$ cat src/rtl/stage5_field_extract_pipe_pkg.sv
// Shared constants for the stage-5 field extractor: message layout, mux code, default value.
package stage5_field_extract_pipe_pkg;

  localparam int unsigned MAX_MESSAGE_BITS          = 32;
  localparam int unsigned MESSAGE_MUX_CONTROL_WIDTH = 3;
  localparam int unsigned MESSAGE_MUX_D             = 5;
  localparam int unsigned DEFAUT_INFOR              = 32'h0000_01E7;
  localparam int unsigned D_OIV4_B                  = 15;
  localparam int unsigned D_OIV4_E                  = 8;
  localparam int unsigned FIELD_CNT_WIDTH           = 16;

endpackage

$ cat src/rtl/stage5_field_extract_pipe_if.sv
// Lane-bundled handshake bus between the stage-4 classifier, the extractor and stage-6 consumers.
interface stage5_field_extract_pipe_if #(
  parameter int unsigned NUM_CH   = 3,
  parameter int unsigned MSG_BITS = 32,
  parameter int unsigned CTRL_W   = 3,
  parameter int unsigned FW       = 8,
  parameter int unsigned CNT_W    = 16
);
  logic                       message_en;
  logic                       cnt_clr;
  logic [NUM_CH-1:0]          msg_valid;
  logic [NUM_CH-1:0]          msg_ready;
  logic [NUM_CH*MSG_BITS-1:0] message_bus;
  logic [NUM_CH*CTRL_W-1:0]   mux_ctrl_bus;
  logic [NUM_CH-1:0]          field_valid;
  logic [NUM_CH-1:0]          field_ready;
  logic [NUM_CH*FW-1:0]       field_bus;
  logic [NUM_CH-1:0]          field_hit;
  logic [NUM_CH*CNT_W-1:0]    match_cnt_bus;

  // Extractor view
  modport slave (
    input  message_en, cnt_clr, msg_valid, message_bus, mux_ctrl_bus, field_ready,
    output msg_ready, field_valid, field_bus, field_hit, match_cnt_bus
  );

  // Producer/consumer view
  modport master (
    output message_en, cnt_clr, msg_valid, message_bus, mux_ctrl_bus, field_ready,
    input  msg_ready, field_valid, field_bus, field_hit, match_cnt_bus
  );
endinterface

$ cat src/rtl/stage5_field_lane.sv
// One extractor lane: hit decision, 2-entry output skid (out + skid) and saturating match counter.
module stage5_field_lane
  import stage5_field_extract_pipe_pkg::*;
#(
  parameter int unsigned FW          = D_OIV4_B - D_OIV4_E + 1,
  parameter int unsigned CTRL_W      = MESSAGE_MUX_CONTROL_WIDTH,
  parameter int unsigned MATCH_CODE  = MESSAGE_MUX_D,
  parameter int unsigned DEFAULT_VAL = DEFAUT_INFOR,
  parameter int unsigned CNT_W       = FIELD_CNT_WIDTH
) (
  input  logic              clk,
  input  logic              rst,
  input  logic              message_en_i,
  input  logic              cnt_clr_i,
  input  logic              msg_valid_i,
  input  logic [FW-1:0]     slice_i,
  input  logic [CTRL_W-1:0] ctrl_i,
  output logic              msg_ready_o,
  input  logic              field_ready_i,
  output logic              field_valid_o,
  output logic [FW-1:0]     field_o,
  output logic              field_hit_o,
  output logic [CNT_W-1:0]  match_cnt_o
);

  logic              ready_q, ready_d;
  logic              out_valid_q, out_valid_d;
  logic [FW-1:0]     out_data_q, out_data_d;
  logic              out_hit_q, out_hit_d;
  logic              skid_valid_q, skid_valid_d;
  logic [FW-1:0]     skid_data_q, skid_data_d;
  logic              skid_hit_q, skid_hit_d;
  logic [CNT_W-1:0]  cnt_q, cnt_d;

  logic              accept_c, pop_c, hit_c;
  logic [FW-1:0]     beat_data_c;

  // Next-state: pop frees the head (refilled from skid), accept lands in head when it is free
  always_comb begin
    ready_d      = ready_q;
    out_valid_d  = out_valid_q;
    out_data_d   = out_data_q;
    out_hit_d    = out_hit_q;
    skid_valid_d = skid_valid_q;
    skid_data_d  = skid_data_q;
    skid_hit_d   = skid_hit_q;
    cnt_d        = cnt_q;

    accept_c    = msg_valid_i & ready_q;
    pop_c       = out_valid_q & field_ready_i;
    hit_c       = message_en_i & (ctrl_i == CTRL_W'(MATCH_CODE));
    beat_data_c = hit_c ? slice_i : FW'(DEFAULT_VAL);

    if (pop_c) begin
      if (skid_valid_q) begin
        out_data_d   = skid_data_q;
        out_hit_d    = skid_hit_q;
        skid_valid_d = 1'b0;
      end else begin
        out_valid_d = 1'b0;
      end
    end

    // ready_q=0 whenever skid is full, so accept never collides with a skid-to-head move
    if (accept_c) begin
      if (!out_valid_q || pop_c) begin
        out_valid_d = 1'b1;
        out_data_d  = beat_data_c;
        out_hit_d   = hit_c;
      end else begin
        skid_valid_d = 1'b1;
        skid_data_d  = beat_data_c;
        skid_hit_d   = hit_c;
      end
    end

    ready_d = ~skid_valid_d;

    if (cnt_clr_i) begin
      cnt_d = '0;
    end else if (accept_c && hit_c && (cnt_q != {CNT_W{1'b1}})) begin
      cnt_d = cnt_q + CNT_W'(1);
    end
  end

  always_ff @(posedge clk) begin
    if (rst) begin
      ready_q      <= 1'b1;
      out_valid_q  <= 1'b0;
      out_data_q   <= FW'(DEFAULT_VAL);
      out_hit_q    <= 1'b0;
      skid_valid_q <= 1'b0;
      skid_data_q  <= FW'(DEFAULT_VAL);
      skid_hit_q   <= 1'b0;
      cnt_q        <= '0;
    end else begin
      ready_q      <= ready_d;
      out_valid_q  <= out_valid_d;
      out_data_q   <= out_data_d;
      out_hit_q    <= out_hit_d;
      skid_valid_q <= skid_valid_d;
      skid_data_q  <= skid_data_d;
      skid_hit_q   <= skid_hit_d;
      cnt_q        <= cnt_d;
    end
  end

  assign msg_ready_o   = ready_q;
  assign field_valid_o = out_valid_q;
  assign field_o       = out_data_q;
  assign field_hit_o   = out_hit_q;
  assign match_cnt_o   = cnt_q;

endmodule

$ cat src/rtl/stage5_field_extract_pipe.sv
// Stage-5 field extractor: NUM_CH independent lanes; the top only slices the lane buses.
module stage5_field_extract_pipe
  import stage5_field_extract_pipe_pkg::*;
#(
  parameter int unsigned NUM_CH      = 3,
  parameter int unsigned MSG_BITS    = MAX_MESSAGE_BITS,
  parameter int unsigned CTRL_W      = MESSAGE_MUX_CONTROL_WIDTH,
  parameter int unsigned FIELD_MSB   = D_OIV4_B,
  parameter int unsigned FIELD_LSB   = D_OIV4_E,
  parameter int unsigned MATCH_CODE  = MESSAGE_MUX_D,
  parameter int unsigned DEFAULT_VAL = DEFAUT_INFOR,
  parameter int unsigned CNT_W       = FIELD_CNT_WIDTH
) (
  input  logic                          clk,
  input  logic                          rst,
  stage5_field_extract_pipe_if.slave    pipe_if
);

  localparam int unsigned FW = FIELD_MSB - FIELD_LSB + 1;

  for (genvar i = 0; i < int'(NUM_CH); i++) begin : g_lane
    stage5_field_lane #(
      .FW          (FW),
      .CTRL_W      (CTRL_W),
      .MATCH_CODE  (MATCH_CODE),
      .DEFAULT_VAL (DEFAULT_VAL),
      .CNT_W       (CNT_W)
    ) u_lane (
      .clk           (clk),
      .rst           (rst),
      .message_en_i  (pipe_if.message_en),
      .cnt_clr_i     (pipe_if.cnt_clr),
      .msg_valid_i   (pipe_if.msg_valid[i]),
      .slice_i       (pipe_if.message_bus[i*MSG_BITS + FIELD_LSB +: FW]),
      .ctrl_i        (pipe_if.mux_ctrl_bus[i*CTRL_W +: CTRL_W]),
      .msg_ready_o   (pipe_if.msg_ready[i]),
      .field_ready_i (pipe_if.field_ready[i]),
      .field_valid_o (pipe_if.field_valid[i]),
      .field_o       (pipe_if.field_bus[i*FW +: FW]),
      .field_hit_o   (pipe_if.field_hit[i]),
      .match_cnt_o   (pipe_if.match_cnt_bus[i*CNT_W +: CNT_W])
    );
  end

endmodule
$ cat src/flat_wrapper.sv
// flat-port wrapper written by rule: the top's interface ports become plain ports
module stage5_field_extract_pipe_flat import stage5_field_extract_pipe_pkg::*;
#(
  parameter int unsigned NUM_CH      = 3,
  parameter int unsigned MSG_BITS    = MAX_MESSAGE_BITS,
  parameter int unsigned CTRL_W      = MESSAGE_MUX_CONTROL_WIDTH,
  parameter int unsigned FIELD_MSB   = D_OIV4_B,
  parameter int unsigned FIELD_LSB   = D_OIV4_E,
  parameter int unsigned MATCH_CODE  = MESSAGE_MUX_D,
  parameter int unsigned DEFAULT_VAL = DEFAUT_INFOR,
  parameter int unsigned CNT_W       = FIELD_CNT_WIDTH
)
  (clk, rst, pipe_if_message_en, pipe_if_cnt_clr, pipe_if_msg_valid, pipe_if_message_bus, pipe_if_mux_ctrl_bus, pipe_if_field_ready, pipe_if_msg_ready, pipe_if_field_valid, pipe_if_field_bus, pipe_if_field_hit, pipe_if_match_cnt_bus);
  stage5_field_extract_pipe_if #(.NUM_CH(NUM_CH), .MSG_BITS(MSG_BITS), .CTRL_W(CTRL_W), .CNT_W(CNT_W)) pipe_if_i ();
  input  logic clk;
  input  logic rst;
  input wire logic [$bits(pipe_if_i.message_en)-1:0] pipe_if_message_en;
  input wire logic [$bits(pipe_if_i.cnt_clr)-1:0] pipe_if_cnt_clr;
  input wire logic [$bits(pipe_if_i.msg_valid)-1:0] pipe_if_msg_valid;
  input wire logic [$bits(pipe_if_i.message_bus)-1:0] pipe_if_message_bus;
  input wire logic [$bits(pipe_if_i.mux_ctrl_bus)-1:0] pipe_if_mux_ctrl_bus;
  input wire logic [$bits(pipe_if_i.field_ready)-1:0] pipe_if_field_ready;
  output wire logic [$bits(pipe_if_i.msg_ready)-1:0] pipe_if_msg_ready;
  output wire logic [$bits(pipe_if_i.field_valid)-1:0] pipe_if_field_valid;
  output wire logic [$bits(pipe_if_i.field_bus)-1:0] pipe_if_field_bus;
  output wire logic [$bits(pipe_if_i.field_hit)-1:0] pipe_if_field_hit;
  output wire logic [$bits(pipe_if_i.match_cnt_bus)-1:0] pipe_if_match_cnt_bus;
  assign pipe_if_i.message_en = pipe_if_message_en;
  assign pipe_if_i.cnt_clr = pipe_if_cnt_clr;
  assign pipe_if_i.msg_valid = pipe_if_msg_valid;
  assign pipe_if_i.message_bus = pipe_if_message_bus;
  assign pipe_if_i.mux_ctrl_bus = pipe_if_mux_ctrl_bus;
  assign pipe_if_i.field_ready = pipe_if_field_ready;
  assign pipe_if_msg_ready = pipe_if_i.msg_ready;
  assign pipe_if_field_valid = pipe_if_i.field_valid;
  assign pipe_if_field_bus = pipe_if_i.field_bus;
  assign pipe_if_field_hit = pipe_if_i.field_hit;
  assign pipe_if_match_cnt_bus = pipe_if_i.match_cnt_bus;
  stage5_field_extract_pipe #(.NUM_CH(NUM_CH), .MSG_BITS(MSG_BITS), .CTRL_W(CTRL_W), .FIELD_MSB(FIELD_MSB), .FIELD_LSB(FIELD_LSB), .MATCH_CODE(MATCH_CODE), .DEFAULT_VAL(DEFAULT_VAL), .CNT_W(CNT_W)) u_core (.clk(clk), .rst(rst), .pipe_if(pipe_if_i));
endmodule
$ cat config.mk
export PLATFORM = sky130hd
export DESIGN_NAME = stage5_field_extract_pipe_flat
export DESIGN_NICKNAME = d
export VERILOG_FILES = /design/src/rtl/stage5_field_extract_pipe_pkg.sv /design/src/rtl/stage5_field_extract_pipe_if.sv /design/src/rtl/stage5_field_lane.sv /design/src/rtl/stage5_field_extract_pipe.sv /design/src/flat_wrapper.sv
export SDC_FILE = /design/constraint.sdc
export NUM_CORES = 1
export LEC_CHECK = 0
export ABC_CLOCK_PERIOD_IN_PS = 2120
export CORE_UTILIZATION = 46
export CTS_BUF_LIST = sky130_fd_sc_hd__clkbuf_4 sky130_fd_sc_hd__clkbuf_8
export CTS_CLUSTER_SIZE = 8
export DETAILED_ROUTE_END_ITERATION = 6
export PLACE_DENSITY = 0.89
export RECOVER_POWER = 100
export SYNTH_ARGS = -nofsm -noshare
export SYNTH_HDL_FRONTEND = slang
export SYNTH_SLANG_ARGS = --single-unit
$ cat constraint.sdc
create_clock -name clk -period 2.12 [get_ports clk]
set_input_delay 0.424 -clock clk [delete_from_list [all_inputs] [get_ports clk]]
set_output_delay 0.424 -clock clk [all_outputs]
set_load 0.02 [all_outputs]
Word level (Yosys, flattened, before mapping)
Index checks and enable logic that the tools add are counted.
Word-level totals
  input port bits: 115
  logic and storage cells: 112
  output and inout bits: 81
  register bits: 111
Cells by class
  bitwise gates (word level): 15
  $add $sub $neg: 3
  equal/unequal tests: 6
  mux-type cells: 48
  reductions and logical operators: 16
Operators by type and width (count)
  $mux W8: 15
  $add A16 B1 Y16 const B: 3
  $ne A16 B16 Y1 const B: 3
  $mux W1: 33
  $and A1 B1 Y1: 9
  $eq A3 B3 Y1 const B: 3
  $logic_and A1 B1 Y1: 6
  $not A1 Y1: 6
  $reduce_and A2 Y1: 3
  $logic_not A1 Y1: 3
  $logic_or A1 B1 Y1: 3
  $reduce_or A2 Y1: 1

Longest topological paths before layout
  depth after elaboration: 5
  gate-level depth with buffers: 6
  mapped depth without buffers: 5

By module
Synthesis repeated with hierarchy kept, for this count alone.
Second synthesis, totals
  cells, all modules: 606
  area total of the unflattened synthesis: 5258.8 µm²
By module, submodules not included
  stage5_field_lane: area an instance 1752.9 µm², seq. area each 740.7 µm², times used 3, cells an instance 202

Worst setup path after synthesis
OpenSTA, ideal clock, no wires.
  path kind: flip-flop to flip-flop
  start: register u_core.g_lane[0].u_lane.cnt_q[2]
  end: register u_core.g_lane[0].u_lane.cnt_q[11]
  setup slack: 0.121 ns
  stages on the path, launching flop included: 6
  buffers on the path: 1
  data required time: 2.050 ns
  setup time: 0.070 ns
  period minus slack after synthesis: 1.999 ns
  data arrival time: 1.929 ns
  cells stage by stage: dfxtp_1 > nand4_1 > or4_1 > buf_2 > or4_1 > a21oi_1
On the way
  word-level cells in the longest chain between the ends: 2
  elaborated cells on any way between the ends: 3
  those cells by class: add/sub: 1; eq/ne: 1; reduce/logical: 1
Ends and longest elaborated chain
  start: declaration: line stage5_field_lane.sv:33  | logic [CNT_W-1:0] cnt_q, cnt_d;
  start signal: assignment: line stage5_field_lane.sv:104  | cnt_q <= cnt_d;
  branches (longest 2 deep; another with $add A16 B1 Y16)
Parallel ways; which one is timed is not known.
A chain may end at the register's enable or synchronous reset.

Worst setup path in the final report
  start: input pipe_if_mux_ctrl_bus[0]
  end: register u_core.g_lane[0].u_lane.cnt_q[11]
On the way
  word-level cells in the longest chain between the ends: 4
Ends and longest elaborated chain
  start: declaration: line flat_wrapper.sv:21  | input wire logic [$bits(pipe_if_i.mux_ctrl_bus)-1:0] pipe_if_mux_ctrl_bus;
  $eq A3 B3 Y1: line stage5_field_lane.sv:51  | hit_c = message_en_i & (ctrl_i == CTRL_W'(MATCH_CODE));
  $and A1 B1 Y1: line stage5_field_lane.sv:51
  $logic_and A1 B1 Y1 (2 in series): line stage5_field_lane.sv:81  | end else if (accept_c && hit_c && (cnt_q != {CNT_W{1'b1}})) begin
No other way between the ends.

==> metrics.yaml <==
leakagePower_nw: 2.712
fp.dieW_um: 109.2
ctsHoldBuffers: 0
die_height_um: 109.2
start_kind: "input pin"
cap_violations: 0
worstSetupPathType: "input pin to flop"
hold_violations: 0
tns_ns: 0
ir_drop_mv: 0.4600
synth_area_sq_um: 5285
io_pins: 196
ys_seq_area_share_pct: 42.05
synth_top_family_by_area: "simple AND/OR/NAND/NOR gates"
start_util_pct: 47.91
synth.top_cell.area_share_pct: 42.05
syn_nets: 737
yosys_most_used_dff: "dfxtp_1"
synthTopCellsByArea: "dfxtp_1, mux2i_1, a21oi_1"
synth-xor-area-share_pct: 0
grt_max_degree: 47
antenna_found_initial: 0
grt_remaining_overflow: 0
num_rows: 38
total_power_mw: 4.113
yosys.area_share.simple_pct: 25.07
nNetsFinal: 887
first_pass_iters: 6
port_buffers: 123
synth.avg_cell_area_sq_um: 8.538
antenna_cells: 0
ys_async_sr_fraction_pct: 0
design.core.area_sq_um: 11030
critPathArrivalTime_ns: 2.38
via_count: 5463
cts_num_sinks: 111
tightest_slew_ns: 0.8667
track_usage_pct: 24.82
grt_pass1_wl_um: 23690
cts_buffers: 9
synth_mux_area_share_pct: 7.765
whs_ns: 0.4676
worstHoldPathType: "flop to flop"
place_congestion: 0.9283
synth-edff-count: 0
synth_commonest_cells: "dfxtp_1, nand2_1, a21oi_1"
cts_root_buffer: "clkbuf_8"
finClkSkew_ns: 0.01150
ys_types: 44
drv_slew: 0
yosysTopAreaCell: "dfxtp_1"
routed_wl_um: 14600
cp_max_fo: 6
viasPerCell: 5.977
synth.most_common_cell: "dfxtp_1"
powerDensity_nw_per_um2: 575.1
cts_max_path_buffers: 2
status: "finished clean"
clock_latency_ns: 0.38
dieArea_sq_um: 11920
maxSlewHeadroom_pct: 42.22
drt_iter0_drc: 450
ys.warnings.count: 0
fin_crit_ns: 2.070
syn2layout_area_growth_pct: 35.35
ant_nets: 0
final_util_pct: 64.85
place_hpwl_um: 10670
htreeDepth: 3
syn_inst: 619
fin_area_sq_um: 7153
finalCritPeriodShare_pct: 97.63
synth_compound_area_share_pct: 19.67
finalSetupViolCount: 0
cp-end-kind: "flop"
synthAdderAreaFrac_pct: 0.7102
synth-seq-cells: 111
avgRoutedWirePerCell_um: 15.98
rsz0062_at_grt: "false"
drive_gt1_share_pct: 10.34
grt_pass1_vias: 5345
cts_tree: "done"
drc: 0
fmax_mhz: 483.1
path_clk_slew_ns: 0.10
cp.required_ns: 2.43
place_area_sq_um: 6924
final cells by class:
class / count / area, sq um
fill: 894 / 3877
multi-input combinational: 451 / 2825
sequential: 111 / 2222
timing repair buffer: 180 / 1618
tap: 140 / 175.2
clock buffer: 10 / 137.6
clock inverter: 6 / 115.1
inverter: 16 / 60.06
metal layers:
layer  GRT usage (%)  vias up  part of all wire, %
li1                -     2612                    -
met1           28.29     2585                   40
met2           44.03      224                   51
met3           5.858       42                  7.2
met4           10.67        0                  2.3
met5               0        -                    0
cell usage in the layout, fill, tap and decap left out, drive strengths merged, types with 5 or more instances in the layout:
master         netlist  routed
dlygate4sd3          0      82
clkbuf              30      26
or4                 25      25
nor2                46      46
inv                 16      18
clkdlybuf4s50        0      39
a211oi              14      14
a21o                12      12
a21oi               57      57
and2                 6       6
or3                 17      17
nor4                 5       5
o21ai               16      16
dfxtp              111     111
or2                  7       7
and3                 5       5
o31ai               26      26
nand3               25      25
nand4b               5       5
a211o               18      18
and4                 5       5
nor3                13      13
nand4               18      18
mux2i               41      41
buf                 11      42
nand2               64      64
logic make-up (layout without fill, tap and decap cells):
kind of cell / after synthesis / count (layout)
AO/OA/AOI/OAI: 159 / 159
adder cells (fa/ha/maj): 3 / 3
buffers and inverters: 57 / 212
flip-flops: 111 / 111
multiplexers: 41 / 41
AND/OR/NAND/NOR: 248 / 248
final timing paths:
kind,start,to,slack [ns],cells after the start
worst max-delay path,pipe_if_mux_ctrl_bus[0],u_core.g_lane[0].u_lane.match_cnt_o[11],0.05,5
worst max register to register,u_core.g_lane[1].u_lane.match_cnt_o[6],u_core.g_lane[1].u_lane.match_cnt_o[11],0.17,5
worst min register to register,u_core.g_lane[0].u_lane.skid_data_q[3],u_core.g_lane[0].u_lane.skid_data_q[3],0.47,2
worst min-delay path,u_core.g_lane[0].u_lane.skid_data_q[3],u_core.g_lane[0].u_lane.skid_data_q[3],0.47,2
state kept, by name, summed over array words and instances (netlist names):
| register | count |
|---|---|
| u_core.g_lane.u_lane.field_hit_o | 3 |
| u_core.g_lane.u_lane.field_o | 24 |
| u_core.g_lane.u_lane.field_valid_o | 3 |
| u_core.g_lane.u_lane.match_cnt_o | 48 |
| u_core.g_lane.u_lane.msg_ready_o | 3 |
| u_core.g_lane.u_lane.skid_data_q | 24 |
| u_core.g_lane.u_lane.skid_hit_q | 3 |
| u_core.g_lane.u_lane.skid_valid_q | 3 |
metrics by stage:
stage	cells	worst slack (ns)
final	914	0.05023
after CTS	914	0.01349
after detailed placement	898	-0.4492
after global routing	914	0.002644
after floorplan	619	0.1209
after global placement	898	-0.3930
worst max-delay path, cell delays in order:
cell and delay [ns]:
dlygate4sd3_1 0.56, nand4b_2 0.12, or4_1 0.65, or4_1 0.47, a21oi_2 0.15
power breakdown:
part / switching, mW / internal (mW)
logic: 0.210 / 0.187
clock network: 0.728 / 0.828
registers: 0.0328 / 2.13
what timing repair did:
item                       4_1_cts  5_1_grt
setup endpoints to repair        6       13
buffers inserted                 0        0
resized for setup                3        5
Note: power is estimated with default switching activity, not from simulation.
==> RTL change, RTL diff (config.mk and constraints unchanged) <==
The package constant `FIELD_CNT_WIDTH` goes from 16 to 32.
--- a/src/rtl/stage5_field_extract_pipe_pkg.sv
+++ b/src/rtl/stage5_field_extract_pipe_pkg.sv
@@ -8,5 +8,5 @@
   localparam int unsigned D_OIV4_B                  = 15;
   localparam int unsigned D_OIV4_E                  = 8;
-  localparam int unsigned FIELD_CNT_WIDTH           = 16;
+  localparam int unsigned FIELD_CNT_WIDTH           = 32;
 
 endpackage
Ports: changed (resized pipe_if_match_cnt_bus); port bits go from 196 to 244. No check against the original RTL was run, so the function may have changed too.
==> RTL change against the original RTL <==
The flow now finishes with violations (design-rule violations, negative setup slack). Hold slack got worse by 0.040 ns. Worst setup slack got worse by 0.074 ns. Sequential cell count up 48. Maximum frequency fell by 3.5%. Core utilization up 5.5 points. Critical path depth grew 3. Wire length is 63% higher. Design area increased by 57%. Non-clock buffer count rose by 163. Area after synthesis rose by 43%. Sequential power increased by 41%. Power grew 46%. Critical path type is now reg2reg. Critical endpoint is now u_core.g_lane[2].u_lane.match_cnt_o[7].
==> RTL change: results (changes against the original RTL) <==
The flow ran to the end, but the final reports show violations. The checks that failed: design-rule violations, negative setup slack. The least setup slack across all paths after layout came out at -0.0239 ns (-0.0741 ns). The via count of the first global-routing pass came out at 7592 (+42%). The final count of negative-setup-slack endpoints came to 6 (+6). The critical path start-end classification is reg2reg. The ratio of total power to cell area came out at 536 mW/mm2 (-6.8%). The worst relative slew slack is 54.1% (+12 points). The instance count along the most critical hold path was 4 (+2).

The most critical setup path has its endpoint at u_core.g_lane[2].u_lane.match_cnt_o[7]. The met1 track utilization from global routing came out at 30.7% (+2.4 points). The multi-input gate share of the layout cell area came to 37.8% (-1.7 points). The total CTS buffers came out at 17 (+8). The cell count after synthesis came to 921 (+49%). The final weighted congestion in routability-driven placement came to 0.864 (-7.0%). The proportion of power drawn by combinational gates is 6.2% (-3.5 points). The startpoint identified for the worst register-to-register timing path is u_core.g_lane[2].u_lane.match_cnt_o[23].

By area the synthesized netlist is led by dfxtp_1 (42%), nor2_1 (6.4%), a21oi_1 (5.4%), nand2_1 (3.6%), or3_1 (3.3%). The average detailed-routed wire length per instance is 16.3 um (+2.1%). The worst register-to-register path ends at u_core.g_lane[2].u_lane.match_cnt_o[7]. The pre-CTS worst setup slack is -0.705 ns (-0.256 ns).

The number of vias per cell after detailed routing came out at 5.70 (-4.7%). The met2 demand-to-capacity share in global routing was 46.4% (+2.4 points). The post-synthesis share of cell area spent on xor and xnor gates is 3.13% (+3.1 points). The clock network contribution to total cell area came out at 4.11% (+0.57 points). The flip-flop and latch area came out at 0.00321 mm2 (+44%). The post-detailed-route DRC marker count was 5 (+5). The initial detailed-routing violation count is 747 (+66%).

The worst hold path belongs to the class in2reg. The final total negative setup slack came out at -0.0742 ns (-0.0742 ns). The number of combinational gates with multiple inputs is 689 (+53%). The sequential cell area fraction in the yosys report is 42.1% (+0.060 points). The placed instance area came to 0.0105 mm2 (+52%). The depth of the CTS H-tree came out at 4 (+1). The final hold slack is 0.428 ns (-0.0397 ns).
RTL change: changes by cell type in the layout (fill, tap and decap cells not counted), moves of 12 or more:
cell / before / now
buf_4: 41 / 144
nor2_1: 46 / 128
clkdlybuf4s50_1: 39 / 72
dfxtp_1: 111 / 141
mux2i_1: 41 / 14
o21ai_0: 16 / 43
a21oi_1: 55 / 78
xnor2_1: 0 / 23
or3_1: 17 / 39
dfxtp_2: 0 / 18
nand2b_1: 0 / 17
nand4_1: 18 / 34
mux2_2: 0 / 12
RTL change: worst register-to-register path: cells and delay by family, from the launching register on:
| family | cells | cell delay [ns] |
|---|---|---|
| flip-flops | 1 | 0.35 |
| buffers and inverters | 3 | 0.45 |
| AO/OA/AOI/OAI | 2 | 0.27 |
| AND/OR/NAND/NOR | 3 | 1.01 |
RTL change: what timing repair did:
action | CTS | global route
endpoints found under the hold margin | 0 | 0
resized for setup | 14 | 28
cloned | 1 | 4
setup buffers | 0 | 14
endpoints found under the setup margin | 46 | 46
hold buffers | 0 | 0
pin swaps | 1 | 8
